==> config.mk <==
export PLATFORM = sky130hd
export DESIGN_NAME = clause_dispatch_arbiter_flat
export DESIGN_NICKNAME = d
export VERILOG_FILES = /design/src/rtl/clause_dispatch_arbiter_if.sv /design/src/rtl/clause_dispatch_arbiter.sv /design/src/flat_wrapper.sv
export SDC_FILE = /design/constraint.sdc
export NUM_CORES = 1
export LEC_CHECK = 0
export CORE_MARGIN = 3
export CORE_UTILIZATION = 44
export CTS_CLUSTER_DIAMETER = 120
export DETAILED_ROUTE_END_ITERATION = 12
export GPL_ROUTABILITY_DRIVEN = 0
export MAX_ROUTING_LAYER = met4
export PLACE_DENSITY_LB_ADDON = 0.2
export SETUP_SLACK_MARGIN = 0.1
export SYNTH_ARGS = -nofsm -noshare
export SYNTH_HDL_FRONTEND = slang
export SYNTH_SLANG_ARGS = --single-unit
export TNS_END_PERCENT = 1
==> constraint.sdc <==
create_clock -name clock -period 6 [get_ports clock]
set_clock_uncertainty 0.15 [all_clocks]
set_input_delay 0.6 -clock clock [delete_from_list [all_inputs] [get_ports clock]]
set_output_delay 0.6 -clock clock [all_outputs]
set_load 0.02 [all_outputs]
==> src/rtl/clause_dispatch_arbiter_if.sv <==
// Buffer-to-engine dispatch bus: the buffer/driver side uses master and the arbiter uses slave.
// The optional statistics outputs exist only when ARB_STATS_EN is defined.
`ifndef NUM_ENGINE
`define NUM_ENGINE 4
`endif

interface clause_dispatch_arbiter_if #(
    parameter int NUM_ENGINE = `NUM_ENGINE,
    parameter int CNT_W      = $clog2(NUM_ENGINE) + 1,
    parameter int CLA_W      = 24
);
    typedef struct packed {
        logic [CLA_W-9:0] addr;
        logic [7:0]       len;
    } cla_t;

    logic                   start_in;
    logic [CNT_W-1:0]       clause_released_in;
    cla_t [NUM_ENGINE-1:0]  clause_in;
    logic                   empty_in;
    logic [NUM_ENGINE-1:0]  engine_ready_in;
    logic [NUM_ENGINE-1:0]  engine_conflict_in;
    logic [CNT_W-1:0]       clause_received_out;
    cla_t [NUM_ENGINE-1:0]  engine_clause_out;
    logic [NUM_ENGINE-1:0]  engine_valid_out;
    logic                   busy_out;
    logic                   done_out;
    logic                   conflict_out;
`ifdef ARB_STATS_EN
    logic [31:0]            stat_dispatched_out;
    logic [31:0]            stat_stall_out;
`endif

    modport slave (
`ifdef ARB_STATS_EN
        output stat_dispatched_out, output stat_stall_out,
`endif
        input  start_in, input clause_released_in, input clause_in, input empty_in,
        input  engine_ready_in, input engine_conflict_in,
        output clause_received_out, output engine_clause_out, output engine_valid_out,
        output busy_out, output done_out, output conflict_out
    );

    modport master (
`ifdef ARB_STATS_EN
        input  stat_dispatched_out, input stat_stall_out,
`endif
        output start_in, output clause_released_in, output clause_in, output empty_in,
        output engine_ready_in, output engine_conflict_in,
        input  clause_received_out, input engine_clause_out, input engine_valid_out,
        input  busy_out, input done_out, input conflict_out
    );
endinterface

==> src/rtl/clause_dispatch_arbiter.sv <==
// Round-robin clause dispatch from the latency buffer to BCP engines; consumed count is combinational,
// engine strobes follow one cycle after the grant; not-ready engines hold back slots. Optional ARB_STATS_EN.
`ifndef NUM_ENGINE
`define NUM_ENGINE 4
`endif

module clause_dispatch_arbiter #(
    parameter int NUM_ENGINE = `NUM_ENGINE,
    parameter int CNT_W      = $clog2(NUM_ENGINE) + 1,
    parameter int CLA_W      = 24
) (
    input  logic                       clock,
    input  logic                       reset,
    clause_dispatch_arbiter_if.slave   bus
);
    localparam int PTR_W = (NUM_ENGINE > 1) ? $clog2(NUM_ENGINE) : 1;

    typedef enum logic [1:0] {S_IDLE, S_DISPATCH, S_DRAIN, S_DONE} state_t;

    state_t                             r_state;
    logic [PTR_W-1:0]                   r_rr_ptr;
    logic [NUM_ENGINE-1:0]              r_valid;
    logic [NUM_ENGINE-1:0][CLA_W-1:0]   r_cla;
    logic                               r_busy;
    logic                               r_done;
    logic                               r_conflict;

    logic [NUM_ENGINE-1:0][CLA_W-1:0]   w_slot;
    logic [CNT_W-1:0]                   w_rel;
    logic [CNT_W-1:0]                   w_cnt;
    logic [NUM_ENGINE-1:0]              w_elig;
    logic [NUM_ENGINE-1:0]              w_grant;
    logic [NUM_ENGINE-1:0][PTR_W-1:0]   w_slot_idx;
    logic [PTR_W-1:0]                   w_last;
    logic [PTR_W-1:0]                   w_next_ptr;
    logic [PTR_W:0]                     w_idx;

    assign w_slot = bus.clause_in;
    // An engine strobed last cycle still shows ready, so it is masked for one cycle.
    assign w_elig = bus.engine_ready_in & ~r_valid;
    assign w_rel  = (bus.clause_released_in > CNT_W'(NUM_ENGINE)) ? CNT_W'(NUM_ENGINE)
                                                                   : bus.clause_released_in;

    always_comb begin
        w_cnt      = '0;
        w_grant    = '0;
        w_slot_idx = '0;
        w_last     = r_rr_ptr;
        w_idx      = '0;
        if (r_state == S_DISPATCH) begin
            for (int i = 0; i < NUM_ENGINE; i++) begin
                w_idx = {1'b0, r_rr_ptr} + (PTR_W+1)'(i);
                if (w_idx >= (PTR_W+1)'(NUM_ENGINE))
                    w_idx = w_idx - (PTR_W+1)'(NUM_ENGINE);
                if (w_elig[w_idx[PTR_W-1:0]] && (w_cnt < w_rel)) begin
                    w_grant[w_idx[PTR_W-1:0]]    = 1'b1;
                    w_slot_idx[w_idx[PTR_W-1:0]] = w_cnt[PTR_W-1:0];
                    w_last                       = w_idx[PTR_W-1:0];
                    w_cnt                        = w_cnt + CNT_W'(1);
                end
            end
        end
    end

    assign w_next_ptr = (w_last == PTR_W'(NUM_ENGINE - 1)) ? '0 : w_last + PTR_W'(1);

    assign bus.clause_received_out = w_cnt;
    assign bus.engine_clause_out   = r_cla;
    assign bus.engine_valid_out    = r_valid;
    assign bus.busy_out            = r_busy;
    assign bus.done_out            = r_done;
    assign bus.conflict_out        = r_conflict;

    always_ff @(posedge clock or negedge reset) begin
        if (!reset) begin
            r_state    <= S_IDLE;
            r_rr_ptr   <= '0;
            r_valid    <= '0;
            r_cla      <= '0;
            r_busy     <= 1'b0;
            r_done     <= 1'b0;
            r_conflict <= 1'b0;
        end else begin
            r_valid <= w_grant;
            for (int e = 0; e < NUM_ENGINE; e++)
                if (w_grant[e]) r_cla[e] <= w_slot[w_slot_idx[e]];
            if (|w_grant) r_rr_ptr <= w_next_ptr;

            case (r_state)
                S_IDLE: if (bus.start_in) begin
                    r_state    <= S_DISPATCH;
                    r_busy     <= 1'b1;
                    r_conflict <= 1'b0;
                end
                S_DISPATCH: if (|bus.engine_conflict_in) begin
                    r_state    <= S_DONE;
                    r_busy     <= 1'b0;
                    r_done     <= 1'b1;
                    r_conflict <= 1'b1;
                end else if (bus.empty_in && (bus.clause_released_in == '0)) begin
                    r_state    <= S_DRAIN;
                end
                S_DRAIN: if (|bus.engine_conflict_in) begin
                    r_state    <= S_DONE;
                    r_busy     <= 1'b0;
                    r_done     <= 1'b1;
                    r_conflict <= 1'b1;
                end else if ((&bus.engine_ready_in) && (r_valid == '0)) begin
                    r_state    <= S_DONE;
                    r_busy     <= 1'b0;
                    r_done     <= 1'b1;
                end
                S_DONE: begin
                    r_state    <= S_IDLE;
                    r_done     <= 1'b0;
                end
                default: begin
                    r_state    <= S_IDLE;
                    r_busy     <= 1'b0;
                    r_done     <= 1'b0;
                end
            endcase
        end
    end

`ifdef ARB_STATS_EN
    logic [31:0] r_stat_disp;
    logic [31:0] r_stat_stall;
    logic [32:0] w_disp_sum;

    assign w_disp_sum              = {1'b0, r_stat_disp} + 33'(w_cnt);
    assign bus.stat_dispatched_out = r_stat_disp;
    assign bus.stat_stall_out      = r_stat_stall;

    always_ff @(posedge clock or negedge reset) begin
        if (!reset) begin
            r_stat_disp  <= '0;
            r_stat_stall <= '0;
        end else if ((r_state == S_IDLE) && bus.start_in) begin
            r_stat_disp  <= '0;
            r_stat_stall <= '0;
        end else if (r_state == S_DISPATCH) begin
            r_stat_disp <= w_disp_sum[32] ? '1 : w_disp_sum[31:0];
            if ((bus.clause_released_in != '0) && (w_cnt == '0) && (r_stat_stall != '1))
                r_stat_stall <= r_stat_stall + 32'd1;
        end
    end
`endif
endmodule

==> src/flat_wrapper.sv <==
// flat-port wrapper written by rule: the top's interface ports become plain ports
module clause_dispatch_arbiter_flat 
#(
    parameter int NUM_ENGINE = `NUM_ENGINE,
    parameter int CNT_W      = $clog2(NUM_ENGINE) + 1,
    parameter int CLA_W      = 24
)
  (clock, reset, bus_start_in, bus_clause_released_in, bus_clause_in, bus_empty_in, bus_engine_ready_in, bus_engine_conflict_in, bus_clause_received_out, bus_engine_clause_out, bus_engine_valid_out, bus_busy_out, bus_done_out, bus_conflict_out);
  clause_dispatch_arbiter_if #(.NUM_ENGINE(NUM_ENGINE), .CNT_W(CNT_W), .CLA_W(CLA_W)) bus_i ();
  input  logic clock;
  input  logic reset;
  input wire logic [$bits(bus_i.start_in)-1:0] bus_start_in;
  input wire logic [$bits(bus_i.clause_released_in)-1:0] bus_clause_released_in;
  input wire logic [$bits(bus_i.clause_in)-1:0] bus_clause_in;
  input wire logic [$bits(bus_i.empty_in)-1:0] bus_empty_in;
  input wire logic [$bits(bus_i.engine_ready_in)-1:0] bus_engine_ready_in;
  input wire logic [$bits(bus_i.engine_conflict_in)-1:0] bus_engine_conflict_in;
  output wire logic [$bits(bus_i.clause_received_out)-1:0] bus_clause_received_out;
  output wire logic [$bits(bus_i.engine_clause_out)-1:0] bus_engine_clause_out;
  output wire logic [$bits(bus_i.engine_valid_out)-1:0] bus_engine_valid_out;
  output wire logic [$bits(bus_i.busy_out)-1:0] bus_busy_out;
  output wire logic [$bits(bus_i.done_out)-1:0] bus_done_out;
  output wire logic [$bits(bus_i.conflict_out)-1:0] bus_conflict_out;
  assign bus_i.start_in = bus_start_in;
  assign bus_i.clause_released_in = bus_clause_released_in;
  assign bus_i.clause_in = bus_clause_in;
  assign bus_i.empty_in = bus_empty_in;
  assign bus_i.engine_ready_in = bus_engine_ready_in;
  assign bus_i.engine_conflict_in = bus_engine_conflict_in;
  assign bus_clause_received_out = bus_i.clause_received_out;
  assign bus_engine_clause_out = bus_i.engine_clause_out;
  assign bus_engine_valid_out = bus_i.engine_valid_out;
  assign bus_busy_out = bus_i.busy_out;
  assign bus_done_out = bus_i.done_out;
  assign bus_conflict_out = bus_i.conflict_out;
  clause_dispatch_arbiter #(.NUM_ENGINE(NUM_ENGINE), .CNT_W(CNT_W), .CLA_W(CLA_W)) u_core (.clock(clock), .reset(reset), .bus(bus_i));
endmodule
==> results.toml <==
[die]
placeable_core_region_sq_um = 16200
row_count = 46
width_of_the_chip_um = 136
design.die.area_sq_um = 18500
die-height_um = 136
num_io_pins = 217
floorplan.initialDensity = 0.459

[cts]
cts-htree-levels = 3
cts_sink_count = 107
cts_inserted_buffers = 9
clk_path_buf_depth = 2
clock_tree_from_tritoncts = "yes"
clock-root-buffer = "sky130_fd_sc_hd__clkbuf_16"
cts_post_setup_buffers_inserted = 0
worstSkewPairLatency_ns = 0.35
clock_pin_slew_of_the_registers_on_the_worst_case_setup_and_hold_paths_ns = 0.07

[synth]
syn_area_sq_um = 7430
synth.net_count = 912
synth.top_cell.area_share = 0.360
yosysTopAreaCell = "sky130_fd_sc_hd__dfrtp_1"
ys.warnings.count = 0
synth_seq_cells = 107
synth.area.top_cells = "sky130_fd_sc_hd__dfrtp_1 36%, sky130_fd_sc_hd__mux2i_1 14%, sky130_fd_sc_hd__o221ai_1 6.2%"
post_synth.cell_area_avg_sq_um = 9.50
synth_edf_count = 0
synth.yosys.seq_area_share = 0.360
number_of_cells_produced_by_synthesis = 782
async_s_r_ff_share_synth = 1.00
count_of_cell_types_in_the_netlist = 60
most_frequently_used_flop_master_after_synthesis = "sky130_fd_sc_hd__dfrtp_1"

[finish]
layout.cells.most_common = "sky130_fd_sc_hd__clkdlybuf4s50_1"
antenna_cells = 0
nNetsFinal = 1124
syn2layout_area_growth_pct = 40.4
post-route-cell-area_sq_um = 10400
most-common-layout-cells = "212 x sky130_fd_sc_hd__clkdlybuf4s50_1, 106 x sky130_fd_sc_hd__dfrtp_1, 100 x sky130_fd_sc_hd__mux2i_1"
drive_above_1_share = 0.117
final_cells = 1214
fillCellCount = 1360

[setup_path]
crit_path_max_fanout = 13
cpMaxStageDelayCell = "sky130_fd_sc_hd__o21ai_2"
timing.critical_path.cells = "inv_1 -> ha_2 -> nor2b_1 -> a221o_1 -> a211oi_2 -> inv_1 -> ha_1 -> nand2b_1 -> a21o_1 -> a21oi_2 -> and3_2 -> ha_1 -> nand2_1 -> o31a_1 -> buf_4 -> and2_1 -> o21ai_2 -> nand4_1 -> mux2_1"
critPathKind = "reg2reg"
path_buf_inv = 3
arrival_ns = 5.60
required_ns = 6.08
timing.reg2reg.setup_slack_ns = 0.48
crit_path_start_kind = "flop"
critical_path.max_stage_delay_ns = 0.64
cp_top_family = "compound AO/OA/AOI/OAI gates"
r2r_end = "u_core.r_rr_ptr[1]"
r2r_start = "u_core.r_rr_ptr[1]"
reg2regPathDepth = 19
critical_path.endpoint_type = "flop"

[global_routing]
grt_overflow_total = 0
antenna_found_initial = 0
first_global_vias = 7523
grt_max_degree = 56
global_router_s_overall_resource_usage = 0.310
grt_pass1_wl_mm = 43.0

[outcome]
status = "completed"

[flow_run]
max_cap_viol_count = 0

[route]
dr_wl_met3_mm = 2.27
routed_wire_length_per_instance_um = 23.0
drt_drc_violations_left = 0
drt_first_iter_violations = 857
drt-pass1-iter-count = 6
wirelength_mm = 28.0
antenna_viol_nets_final = 0
met2_wirelength_mm = 13.2
met1_length_mm = 11.7
dr.max_layer_used = "met4"
vias = 7614
drt-vias-per-instance = 6.27

[timing]
slew-limit-headroom = 0.279
timing.final.setup_violations = 0
worst_pin_slew_ns = 1.06
max_clock_freq_mhz = 181
timing.final.max_slew_violations = 0
hold_viol = 0
grt_setup_unrepaired = "no"
final_min_period_over_clock_period = 0.920
fin_setup_tns_ns = 0
period_needed_ns = 5.52

[pwr]
power_leakage_uw = 0.00481
ir_drop_mv = 0.374
power-per-cell-area_nw_per_um2 = 583

[min_path]
hold_class = "in2async"

[placement]
place.port_buffers = 216
dpl.hpwl_mm = 19.1
dp_cells = 1199
placement.cell_area_sq_um = 10100
-- sequential cells by signal (all words and copies together), names as in the netlist --
register	cells
u_core.bus.done_out	1
u_core.r_state	2
u_core.bus.engine_valid_out	4
u_core.bus.busy_out	1
u_core.bus.engine_clause_out	96
u_core.r_rr_ptr	2
u_core.bus.conflict_out	1
-- cell families after synthesis --
group | Yosys count | synth area share
simple gates | 184 | 0.110
compound gates | 248 | 0.268
xor+xnor | 4 | 0.00472
flops | 107 | 0.360
buf+inv | 107 | 0.0642
fa+ha+maj | 19 | 0.0320
mux | 113 | 0.160
-- how the worst max path moves through the flow --
stage,endpoint,cells after the start,slack (ns),startpoint
2_1_floorplan,bus_clause_received_out[1],21,0.12,u_core.r_rr_ptr[0]
3_3_place_gp,bus_clause_received_out[1],16,0.23,bus_engine_ready_in[2]
3_5_place_dp,bus_clause_received_out[1],16,0.16,bus_engine_ready_in[1]
4_1_cts,bus_clause_received_out[1],17,0.12,u_core.r_rr_ptr[1]
5_1_grt,u_core.r_rr_ptr[0],19,0.21,u_core.r_rr_ptr[0]
6_report,u_core.r_rr_ptr[1],19,0.48,u_core.r_rr_ptr[1]
-- metal layers --
metal | up-vias | track usage
met3 | 65 | 0.0518
met4 | 0 | 0.110
li1 | 3390 | -
met5 | - | -
met2 | 434 | 0.476
met1 | 3725 | 0.416
-- cells in the mapped netlist, types with 8 or more instances --
| cell type | instances |
|---|---|
| sky130_fd_sc_hd__and2_1 | 10 |
| sky130_fd_sc_hd__nor2b_1 | 8 |
| sky130_fd_sc_hd__nand3_1 | 8 |
| sky130_fd_sc_hd__o221ai_1 | 53 |
| sky130_fd_sc_hd__inv_1 | 49 |
| sky130_fd_sc_hd__a32oi_1 | 14 |
| sky130_fd_sc_hd__clkbuf_1 | 35 |
| sky130_fd_sc_hd__ha_1 | 19 |
| sky130_fd_sc_hd__buf_6 | 8 |
| sky130_fd_sc_hd__a21oi_1 | 78 |
| sky130_fd_sc_hd__mux2i_1 | 104 |
| sky130_fd_sc_hd__o21ai_1 | 17 |
| sky130_fd_sc_hd__nor2_1 | 83 |
| sky130_fd_sc_hd__a222oi_1 | 10 |
| sky130_fd_sc_hd__o211ai_1 | 16 |
| sky130_fd_sc_hd__dfrtp_1 | 107 |
| sky130_fd_sc_hd__buf_2 | 12 |
| sky130_fd_sc_hd__o221ai_2 | 20 |
| sky130_fd_sc_hd__nand2_1 | 48 |
-- report_power, final --
group          internal, uW  total [uW]  switching [uW]
Sequential             1070        1290             227
Combinational          1780        4150            2370
Clock                   365         641             275
-- area by class of cell --
type / count / area, sq um / area share
Clock inverter: 4 / 73.8 / 0.00708
Sequential cell: 107 / 2680 / 0.257
Multi-Input combinational cell: 568 / 4420 / 0.424
Tap cell: 216 / 270 / 0.0259
Inverter: 51 / 191 / 0.0184
Timing Repair Buffer: 257 / 2560 / 0.246
Clock buffer: 11 / 233 / 0.0223
-- repair_timing --
item / in CTS / in global routing
gates cloned: 0 / 0
resized for setup: 2 / 5
endpoints found under the setup margin: 3 / 3
hold buffers: 0 / 0
-- stage by stage --
stage | total power, uW | hold slack [ns] | util | worst slack, ns
floorplan | 3700 | 0.154 | - | 0.119
global placement | 5330 | 0.331 | 0.625 | 0.232
detailed placement | 5370 | 0.336 | 0.625 | 0.160
CTS | 6050 | 0.186 | 0.644 | 0.118
global route | 6430 | 0.224 | 0.645 | 0.210
finish | 6090 | 0.165 | 0.645 | 0.479
Note: power is estimated with default switching activity, not from simulation.
